===== config.mk =====
export PLATFORM = sky130hd
export DESIGN_NAME = mod60_countdown_timer
export DESIGN_NICKNAME = d
export VERILOG_FILES = /design/src/rtl/mod60_countdown_timer.sv
export SDC_FILE = /design/constraint.sdc
export NUM_CORES = 1
export LEC_CHECK = 0
export CAP_MARGIN = 10
export CORE_MARGIN = 1
export CORE_UTILIZATION = 45
export DETAILED_ROUTE_END_ITERATION = 10
export GPL_TIMING_DRIVEN = 0
export PLACE_DENSITY = 0.68
export SLEW_MARGIN = 10
export SYNTH_ARGS = -nofsm -noshare
export SYNTH_HDL_FRONTEND = slang
export SYNTH_SLANG_ARGS = --single-unit

===== constraint.sdc =====
create_clock -name clk -period 2.9 [get_ports clk]
set_input_delay 0.29 -clock clk [delete_from_list [all_inputs] [get_ports clk]]
set_output_delay 0.29 -clock clk [all_outputs]
set_load 0.05 [all_outputs]

===== src/rtl/mod60_countdown_timer.sv =====
// rtl/mod60_countdown_timer.sv - loadable mm:ss BCD countdown timer with one-second prescaler
//
// Purpose: mm:ss countdown held as four BCD digits, each field counting down
//   modulo 60. Start/pause/load controls, one-cycle done pulse on expiry.
// Optional feature macro: COUNTDOWN_AUTORELOAD_EN (reload last loaded value
//   after expiry and keep running).
// Ports:
//   clk                              in  clock, rising edge
//   rst                              in  synchronous active-high reset
//   load, ld_min1/ld_min0/ld_sec1/ld_sec0  in  load request and BCD load value
//   start, pause                     in  run control requests
//   min1, min0, sec1, sec0           out current BCD value
//   running                          out high while in RUN
//   done                             out one-cycle expiry pulse
//   load_err                         out one-cycle pulse on rejected load
module mod60_countdown_timer #(
  parameter int TICK_DIV = 50_000_000
) (
  input  logic       clk,
  input  logic       rst,
  input  logic       load,
  input  logic [3:0] ld_min1,
  input  logic [3:0] ld_min0,
  input  logic [3:0] ld_sec1,
  input  logic [3:0] ld_sec0,
  input  logic       start,
  input  logic       pause,
  output logic [3:0] min1,
  output logic [3:0] min0,
  output logic [3:0] sec1,
  output logic [3:0] sec0,
  output logic       running,
  output logic       done,
  output logic       load_err
);

  localparam int PW = $clog2(TICK_DIV);
  localparam logic [PW-1:0] PRESC_LAST = PW'(TICK_DIV - 1);

  typedef enum logic [1:0] {
    IDLE    = 2'd0,
    RUN     = 2'd1,
    PAUSED  = 2'd2,
    EXPIRED = 2'd3
  } state_t;

  state_t        state_q, state_d;
  logic [PW-1:0] presc_q, presc_d;
  logic [15:0]   value_q, value_d;   // {min1, min0, sec1, sec0}
  logic          done_q, done_d;
  logic          load_err_q, load_err_d;
`ifdef COUNTDOWN_AUTORELOAD_EN
  logic [15:0]   shadow_q, shadow_d;
`endif

  logic [15:0] ld_value;
  logic        ld_valid;
  logic        cur_zero;
  logic [15:0] dec_value;
  logic        dec_zero;

  assign ld_value = {ld_min1, ld_min0, ld_sec1, ld_sec0};
  assign ld_valid = (ld_min1 <= 4'd5) && (ld_min0 <= 4'd9) &&
                    (ld_sec1 <= 4'd5) && (ld_sec0 <= 4'd9);
  assign cur_zero = (value_q == 16'h0000);

  // Borrow chain: each digit that is already zero wraps to its field maximum
  // (9 for units, 5 for tens) and passes the borrow to the next digit up.
  always_comb begin
    dec_value = value_q;
    if (value_q[3:0] != 4'd0) begin
      dec_value[3:0] = value_q[3:0] - 4'd1;
    end else begin
      dec_value[3:0] = 4'd9;
      if (value_q[7:4] != 4'd0) begin
        dec_value[7:4] = value_q[7:4] - 4'd1;
      end else begin
        dec_value[7:4] = 4'd5;
        if (value_q[11:8] != 4'd0) begin
          dec_value[11:8] = value_q[11:8] - 4'd1;
        end else begin
          dec_value[11:8] = 4'd9;
          if (value_q[15:12] != 4'd0) begin
            dec_value[15:12] = value_q[15:12] - 4'd1;
          end else begin
            dec_value[15:12] = 4'd5;
          end
        end
      end
    end
  end

  assign dec_zero = (dec_value == 16'h0000);

  // Next-state logic; priority is load > pause > start > tick.
  always_comb begin
    state_d    = state_q;
    presc_d    = presc_q;
    value_d    = value_q;
    done_d     = 1'b0;
    load_err_d = 1'b0;
`ifdef COUNTDOWN_AUTORELOAD_EN
    shadow_d   = shadow_q;
`endif
    if (load) begin
      if (ld_valid) begin
        value_d = ld_value;
        state_d = IDLE;
        presc_d = '0;
`ifdef COUNTDOWN_AUTORELOAD_EN
        shadow_d = ld_value;
`endif
      end else begin
        load_err_d = 1'b1;
      end
    end else if (pause) begin
      // Pausing freezes the prescaler so a resume finishes the partial second.
      if (state_q == RUN) begin
        state_d = PAUSED;
      end
    end else if (start) begin
      if (state_q == IDLE && !cur_zero) begin
        state_d = RUN;
        presc_d = '0;
      end else if (state_q == PAUSED) begin
        state_d = RUN;
      end
    end else if (state_q == RUN) begin
      if (presc_q == PRESC_LAST) begin
        presc_d = '0;
`ifdef COUNTDOWN_AUTORELOAD_EN
        // RUN at 00:00 only happens right after an auto-reload expiry.
        if (cur_zero) begin
          value_d = shadow_q;
        end else begin
          value_d = dec_value;
          if (dec_zero) begin
            done_d = 1'b1;
            if (shadow_q == 16'h0000) begin
              state_d = EXPIRED;
            end
          end
        end
`else
        value_d = dec_value;
        if (dec_zero) begin
          done_d  = 1'b1;
          state_d = EXPIRED;
        end
`endif
      end else begin
        presc_d = presc_q + PW'(1);
      end
    end
  end

  always_ff @(posedge clk) begin
    if (rst) begin
      state_q    <= IDLE;
      presc_q    <= '0;
      value_q    <= 16'h0000;
      done_q     <= 1'b0;
      load_err_q <= 1'b0;
`ifdef COUNTDOWN_AUTORELOAD_EN
      shadow_q   <= 16'h0000;
`endif
    end else begin
      state_q    <= state_d;
      presc_q    <= presc_d;
      value_q    <= value_d;
      done_q     <= done_d;
      load_err_q <= load_err_d;
`ifdef COUNTDOWN_AUTORELOAD_EN
      shadow_q   <= shadow_d;
`endif
    end
  end

  assign min1     = value_q[15:12];
  assign min0     = value_q[11:8];
  assign sec1     = value_q[7:4];
  assign sec0     = value_q[3:0];
  assign running  = (state_q == RUN);
  assign done     = done_q;
  assign load_err = load_err_q;

endmodule


# After elaboration in Yosys (flattened, before gate mapping)
# Index checks and enable logic that the tools add are counted.
[op_classes]
bitwise_logic = 3
mux = 32
add_sub_neg = 5
eq_ne = 9
reduce_logical = 22
n_lt_le_gt_ge = 4
[op_table]
columns = ["op", "count"]
rows = [
  ["$mux 26", 7],
  ["$mux 16", 6],
  ["$logic_not 16->1", 2],
  ["$add 26x1->26 const B", 1],
  ["$eq 26x26->1 const B", 1],
  ["$reduce_bool 4->1", 6],
  ["$mux 2", 10],
  ["$mux 4", 5],
  ["$sub 4x1->4 const B", 4],
  ["$mux 12", 1],
  ["$le 4x3->1 const B", 2],
  ["$le 4x4->1 const B", 2],
  ["$mux 8", 1],
  ["$ne 3x2->1 const B", 2],
  ["$reduce_and 6->1", 1],
  ["$reduce_or 6->1", 1],
  ["$ne 5x2->1 const B", 1],
  ["$reduce_and 5->1", 1],
  ["$logic_and 1x1->1", 4],
  ["$ne 2x2->1 const B", 2],
  ["$reduce_and 4->1", 1],
  ["$reduce_bool 2->1", 2],
  ["$not 1->1", 3],
  ["$reduce_bool 3->1", 1],
  ["7 further kinds", 8],
]
[totals]
word_cells = 80
inputBits = 21
register_bits = 46
out_inout_bits = 19

# Longest topological paths before layout
# Gate-level depths: netlist of run 1.
[logic_depth]
ltp_word = 12
depth_mapped = 11
depth_no_buf = 8

# Worst setup path before layout of run 1
# OpenSTA, ideal clock, no wires.
[synth_timing]
kind = "reg2reg"
startpoint = "register value_q[1]"
endpoint = "register state_q[0]"
arrival_time_ps = 2820
path_slack_ps = -43
required_ps = 2777
synth_period_minus_slack_ps = 2943
setup_ps = 123
n_path_buf = 1
path_stages_with_launch = 10
path_cell_list = "dfxtp_1 > inv_1 > ha_1 > or4b_4 > buf_6 > nor4_4 > xor2_1 > nor4b_1 > o211ai_2 > mux2_1"
[synth_between]
elab_chain_len = 7
word_cells_on_any_way = 15
classes_between = "add/sub: 1; eq/ne: 1; mux: 6; reduce/logical: 7"
[synth_rtl]
columns = ["element", "line", "source"]
rows = [
  ["start, declared", "49", "logic [15:0] value_q, value_d;"],
  ["start signal, assigned", "170", "value_q <= value_d;"],
  ["branches (longest 7 deep; another with $sub 4x1->4)", "n/a", ""],
  ["end signal, assigned", "168", "state_q <= state_d;"],
  ["end, declared", "47", "state_t state_q, state_d;"],
]
# Several ways; the timed one is not identified.
# A chain may end at the register's enable or synchronous reset.

# Final worst setup path of run 1
[layout_timing]
startpoint = "register value_q[0]"
endpoint = "register presc_q[17]"
[layout_between]
elab_chain_len = 5
[layout_rtl]
columns = ["element", "line", "source"]
rows = [
  ["$logic_not 16->1", "65", "assign cur_zero = (value_q == 16'h0000);"],
  ["$logic_not 1->1", "122", "if (state_q == IDLE && !cur_zero) begin"],
  ["$logic_and 1x1->1", "122", ""],
  ["$ne 3x2->1 (no source line)", "n/a", ""],
  ["$reduce_and 4->1 (no source line)", "n/a", ""],
  ["end signal, assigned", "169", "presc_q <= presc_d;"],
  ["end, declared", "48", "logic [PW-1:0] presc_q, presc_d;"],
]
# No other way between the ends.

==> results.cfg, run 1 <==
[synthesis]
synth_top_cell_by_area = dfxtp_1
synth_edf_count = 0
muxShareOfSynthArea = 0.05678
synth_compound_area_frac = 0.2050
synth_ff_type = dfxtp_1
yosys.area_share.simple = 0.3026
ys_top_cells_by_area = dfxtp_1 (32%), nor2_1 (5.6%), a211oi_1 (4.9%), xnor2_1 (4.6%), mux2i_1 (4.5%)
yosys_warnings = 0
async_flop_share = 0
syn_avg_cell_area_um2 = 8.063
synth_cell_type_count = 58
syn_nets = 382
ys_seq_area_frac = 0.3190
ys_seq_elements = 46
netlist_instances = 358
synth_top_family_by_area = simple AND/OR/NAND/NOR gates
syn_area_um2 = 2887
synth_top_area_share = 0.3190
synth_xor_area_frac = 0.04855
synthAdderAreaFrac = 0.01300

[power_and_ir_drop]
swShare = 0.3144
p_leak_nw = 1.174
ir_drop_uv = 363.1
p_sw_w = 0.0004802
sequentialPowerShare = 0.434
p_per_area_nw_per_um2 = 435.4
intPower_w = 0.001047
combPwrFrac = 0.244
p_clk_frac = 0.322
total_power_w = 0.001527

[setup_path]
reg2regPathDepth = 11
reg2reg_from = value_q[0]
reg2reg_setup_slack_ps = 140
cp.arrival_ps = 3010
worstSetupPathType = reg2reg
end_kind = flip-flop
required_ps = 3150
worst_setup_path_start_kind = flip-flop
crit_fanout = 10
r2r_end = presc_q[17]

[global_routing]
overflow = 0
gr-usage-met1 = 0.3086
grt_max_degree = 15
grt_pass1_vias = 2813
use_met2 = 0.4471
gr-usage-all-layers = 0.2545
antenna_found_initial = 0
busiest_layer = met2
met3_usage = 0.03956
grt_pass1_wl_um = 13130

[floorplanning]
coreArea_um2 = 6061
die_h_um = 82.09
floorplan.initialDensity = 0.4763
die_w_um = 82.09
ios = 40
rows = 28
die_area_um2 = 6739

[placement]
port_buffers = 38
gp_congestion = 0.8731
dp_hpwl_um = 5620

[timing]
maxSlewViolCount = 0
finClkSkew_ps = 11.24
hold_viol = 0
period_minus_slack_ps = 2758
worst_slew_pin_slew_ps = 637.9
rsz0062_at_grt = false
slew_headroom = 0.5747
fmax_mhz = 362.6
hold_slack_ps = 485.8
period_share = 0.9511
setup_violations = 0

[routing]
vias_per_cell = 6.040
drt_iter0_markers = 116
postRouteAntennaNets = 0
firstDrtPassIters = 4
vias = 2905
routedWlPerCell_um = 16.63
wl_um = 8001
drc_errors = 0

[clock_tree]
cts_tree = yes
cts_hold_buf = 0
cts_root_buf = clkbuf_8
clock_path_buffers = 2
cts_sinks = 46
clkLatencyLatePin_ps = 310
clk_pin_slew_ps = 90
cts_buffers = 5
htree_levels = 2

[layout]
drive_gt1_frac = 0.09113
n_antenna_cell = 0
area_delta_synth_final_pct = 21.50
nNetsFinal = 429

[min_path]
min_delay_worst_endpoint = state_q[1]
hp-class = in2reg
min_path_cells = 3
min_from = pause

[job]
drv_cap = 0

[outcome]
outcome = finished, final reports clean
## kinds of logic (layout without fill, tap and decap cells)
logic type               count (synthesis)  after routing
AO/OA/AOI/OAI                           85             85
XOR/XNOR                                16             16
adder cells (fa/ha/maj)                  3              3
buffers and inverters                   33             81
flip-flops                              46             46
multiplexers                            16             16
AND/OR/NAND/NOR                        159            159
## worst max-delay path by stage
stage,from,slack (ps),end,depth (start not counted)
after floorplan,value_q[1],20,state_q[0],9
after global placement,value_q[0],-9,state_q[0],9
after detailed placement,value_q[1],-40,state_q[0],9
after CTS,presc_q[12],80,presc_q[2],8
after global routing,value_q[0],10,presc_q[18],11
final,value_q[0],140,presc_q[17],11
## Yosys cell counts (3+ instances only)
| cell | count |
|---|---|
| a21oi_1 | 20 |
| nor3_1 | 8 |
| nor4b_1 | 4 |
| a32oi_1 | 3 |
| and4_1 | 4 |
| xnor2_1 | 15 |
| o31ai_1 | 8 |
| nand4_1 | 7 |
| dfxtp_1 | 46 |
| mux2i_1 | 13 |
| nor2_1 | 43 |
| o21ai_0 | 12 |
| nor4_1 | 5 |
| nand3b_1 | 3 |
| a211oi_1 | 19 |
| nand3_1 | 11 |
| inv_1 | 10 |
| ha_1 | 3 |
| buf_6 | 4 |
| or3_1 | 6 |
| clkbuf_1 | 14 |
| nand2_1 | 33 |
| or4_1 | 12 |
| nand2b_1 | 4 |
| nor2b_1 | 4 |
| buf_2 | 4 |
| a21oi_2 | 5 |
## critical path, stage by stage, from the launching register on
cell and delay (ps):
dfxtp_2 400, inv_1 60, ha_1 260, or4b_4 230, buf_6 140, nor4_4 50
buf_4 170, a211o_2 400, a21o_1 180, buf_6 140, or4_1 530, a21oi_2 150
## metal layers
metal	wire length [µm]	vias up
met2	3931	92
met3	439	19
met4	135	0
met1	3495	1374
met5	0	-
li1	-	1420
## registers in the layout (all words and copies together), names as in the netlist
| name | count |
|---|---|
| done | 1 |
| load_err | 1 |
| presc_q | 26 |
| state_q | 2 |
| value_q | 16 |
## power by group through the flow
| stage | clock network (W) | registers (W) | logic (W) |
|---|---|---|---|
| after CTS | 0.000496 | 0.000662 | 0.000368 |
| after global routing | 0.000521 | 0.000666 | 0.000404 |
| after floorplan | 0 | 0.000712 | 0.000210 |
| final | 0.000492 | 0.000663 | 0.000372 |
| after global placement | 0 | 0.000677 | 0.000356 |
| after detailed placement | 0 | 0.000677 | 0.000357 |
## stage by stage
step / setup WS [ps] / util / instance area, µm² / std cells / setup TNS [ps]
after floorplan: 15.79 / - / 2893 / 358 / 0
after global placement: -8.524 / 0.5555 / 3367 / 471 / -8.860
after detailed placement: -38.63 / 0.5555 / 3367 / 471 / -50.44
after CTS: 79.14 / 0.5760 / 3491 / 481 / 0
after global routing: 14.74 / 0.5787 / 3507 / 481 / 0
final: 141.8 / 0.5787 / 3507 / 481 / 0
## layout by cell type (no fill, tap or decap), types with 2 or more instances in the layout
master           instances
a211oi_1                19
a21bo_1                  2
a21o_1                   2
a21oi_1                 20
a21oi_2                  5
a311oi_1                 2
a32oi_1                  3
and3_1                   2
and3b_1                  2
and4_1                   4
buf_2                    4
buf_4                    2
buf_6                    4
clkbuf_1                14
clkbuf_8                 5
clkdlybuf4s50_1         38
clkinv_2                 2
dfxtp_1                 44
dfxtp_2                  2
ha_1                     3
inv_1                   10
mux2_2                   2
mux2i_1                 13
nand2_1                 33
nand2b_1                 4
nand3_1                 11
nand3b_1                 3
nand4_1                  7
nand4b_1                 2
nor2_1                  43
nor2b_1                  4
nor3_1                   8
nor4_1                   4
nor4b_1                  3
o21ai_0                 12
o31ai_1                  8
or3_1                    6
or4_1                   12
xnor2_1                 15
## cell type report
type,instances,area (µm²)
Sequential cell,46,923.4
Clock inverter,3,40.04
Clock buffer,5,68.82
Multi-Input combinational cell,279,1827
Buffer,23,121.4
Timing Repair Buffer,40,395.4
Inverter,10,37.54
Tap cell,75,93.84
Fill cell,566,2554
## repair_timing
item,CTS,global route
gates resized for setup,0,4
setup buffers,2,0
endpoints found under the setup margin,8,24
pin swaps,1,0
Note: power is estimated with default switching activity, not from simulation.
==> run 2: changes to the inputs <==
--- a/config.mk
+++ b/config.mk
@@ -5,12 +5,13 @@
 export SDC_FILE = /design/constraint.sdc
 export NUM_CORES = 1
 export LEC_CHECK = 0
+export ABC_AREA = 1
 export CAP_MARGIN = 10
 export CORE_MARGIN = 1
 export CORE_UTILIZATION = 45
 export DETAILED_ROUTE_END_ITERATION = 10
 export GPL_TIMING_DRIVEN = 0
-export PLACE_DENSITY = 0.68
+export PLACE_DENSITY = 0.67
 export SLEW_MARGIN = 10
 export SYNTH_ARGS = -nofsm -noshare
 export SYNTH_HDL_FRONTEND = slang
==> run 2 against run 1 <==
  * Power rose by 4.0%
  * Hold slack got worse by 50 ps
  * Sequential power increased by 1%
  * Global-route usage up 1.5 points
  * Final cell count rose by 38%
  * Die area increased by 11%
  * Maximum frequency increased by 25%
  * Core utilization decreased by 1.8 points
  * Clock-buffer cell count up 3
  * Largest cell class unchanged
  * Clock power is 4% lower
  * Highest routed layer unchanged
  * Wire length up 19%
  * Non-clock buffer count shrank 7
==> results.cfg, run 2 <==
[setup_path]
required_ps = 3130
crit_fanout = 9
worst_path_max_delay_cell = dfxtp_1
worstSetupPathType = reg2reg
end_kind = flip-flop
cp.arrival_ps = 2430
path_cells = inv_1, ha_1, nand2_4, nor2_8, nand2_2, o21ai_2, nand2_1, nand2_2, inv_2, a21oi_4, inv_2, a211oi_2
cp_slowest_stage_delay_ps = 350
worst_setup_path_start_kind = flip-flop

[synthesis]
ys_top_cells_by_area = dfxtp_1 (29%), nand2_1 (15%), nor2_1 (9.3%), inv_1 (6.5%), nand3_1 (6.1%)
netlist_instances = 521
synth_ff_type = dfxtp_1
synth_top_cells_by_count = nand2_1 (127), nor2_1 (80), inv_1 (56)
ys_seq_area_frac = 0.2863
synth_edf_count = 0
async_flop_share = 0
yosys_warnings = 0
ys_seq_elements = 46
synth_top_area_share = 0.2863
synth_top_cell_by_area = dfxtp_1
yosysMostFrequentCell = nand2_1
syn_avg_cell_area_um2 = 6.174
syn_area_um2 = 3217
syn_nets = 545
synth_cell_type_count = 37

[global_routing]
overflow = 0
antenna_found_initial = 0
grt_pass1_vias = 3217
grt_max_degree = 14
gr-usage-all-layers = 0.2694
grt_pass1_wl_um = 15680

[timing]
period_minus_slack_ps = 2202
worst_slew_pin_slew_ps = 758.9
final.setup.tns_ps = 0
fmax_mhz = 454.1
rsz0062_at_grt = false
maxSlewViolCount = 0
hold_viol = 0
period_share = 0.7593
slew_headroom = 0.4940
setup_violations = 0
finClkSkew_ps = 6.122

[routing]
vias_per_cell = 5.394
vias = 3576
drc_errors = 0
postRouteAntennaNets = 0
firstDrtPassIters = 5
drt_iter0_markers = 245
wl_um = 9529
routedWlPerCell_um = 14.37

[layout]
drive_gt1_frac = 0.07231
nNetsFinal = 590
max_flop_register = presc_q
n_antenna_cell = 0
final_common_cell = nand2_1
layoutNonFillerInstCount = 663
final_cell_mix = nand2_1 (127), nor2_1 (80), inv_1 (56)
largest_reg_flops = 26
top_regs = presc_q x26, value_q x16, state_q x2
area_delta_synth_final_pct = 18.98

[clock_tree]
cts_buffers = 5
clk_pin_slew_ps = 90
cts_sinks = 46
cts_resized = 0
cts_hold_buf = 0
cts_setup_buffers = 0
clock_path_buffers = 2
cts_tree = yes
cts_root_buf = clkbuf_8
clkLatencyLatePin_ps = 310
htree_levels = 2

[placement]
port_buffers = 38
gp_congestion = 0.9655
dp.cells = 655
dp_hpwl_um = 7483

[floorplanning]
floorplan.initialDensity = 0.4709
ios = 40
die_h_um = 86.55
die_w_um = 86.55
rows = 30
coreArea_um2 = 6832
die_area_um2 = 7491

[outcome]
outcome = finished, final reports clean

[job]
drv_cap = 0

[power_and_ir_drop]
p_leak_nw = 1.446
total_power_w = 0.001588
ir_drop_uv = 210.3
p_per_area_nw_per_um2 = 415.0

[min_path]
hp-class = in2reg
## run 2: cell count changes in the layout (fill, tap and decap cells not counted), sizes merged, moves of 7 or more
| cell | previous run | this run |
|---|---|---|
| or4 | 12 | 0 |
| mux2i | 13 | 0 |
| xor2 | 1 | 8 |
| nand3 | 11 | 39 |
| o21ai | 14 | 26 |
| xnor2 | 15 | 4 |
| nor2 | 43 | 84 |
| o31ai | 8 | 1 |
| nand2 | 33 | 133 |
| nor3 | 8 | 33 |
| inv | 10 | 60 |
## run 2: worst paths after layout
| kind | from | to | slack, ps | cells past startpoint |
|---|---|---|---|---|
| max reg2reg | value_q[0] | presc_q[7] | 700 | 12 |
| min | rst | state_q[1] | 440 | 4 |
| min reg2reg | presc_q[25] | presc_q[25] | 500 | 2 |
| max | value_q[0] | presc_q[7] | 700 | 12 |
## run 2: cell type report
cell class / instances / area, µm²
Fill cell: 703 / 3004
Multi-Input combinational cell: 397 / 1971
Sequential cell: 46 / 920.9
Timing Repair Buffer: 38 / 380.4
Inverter: 60 / 225.2
Tap cell: 96 / 120.1
Clock buffer: 8 / 110.1
Buffer: 18 / 100.1
## run 2: cell families after synthesis
kind of cell | count (synthesis) | share of synthesized area
AND/OR/NAND/NOR | 305 | 0.4135
buffers and inverters | 78 | 0.1011
AO/OA/AOI/OAI | 77 | 0.1548
flip-flops | 46 | 0.2863
XOR/XNOR | 12 | 0.03267
adder cells (fa/ha/maj) | 3 | 0.01167
## run 2: routing by layer
layer  routed length (µm)  vias up  track usage
li1                     -     1795            -
met1                 5023     1630       0.4127
met2                 3834      135       0.3896
met3                  544       16      0.03810
met4                  127        0      0.07121
met5                    0        -            0
## run 2: report_power, final
part | switching [W] | internal (W) | total, W
Clock | 0.000232 | 0.000241 | 0.000473
Combinational | 0.000294 | 0.000149 | 0.000444
Sequential | 0.0000208 | 0.000651 | 0.000672
## run 2: worst max-delay path, delay by kind of cell (launching register included)
kind                       cells  cell delay [ps]
AOI/OAI and AO/OA              3              610
DFF                            1              350
buffers and inverters          3              250
adders and majority gates      1              290
and+or+nand+nor                5              600
## run 2: stage by stage
step	instance area (µm²)	utilization	setup slack, ps	hold slack (ps)
floorplan	3217	-	724.2	452.7
global placement	3717	0.5441	520.5	472.2
finish	3827	0.5603	698.0	436.1
global route	3827	0.5603	449.6	479.7
CTS	3827	0.5603	697.0	432.3
detailed placement	3717	0.5441	538.6	485.4
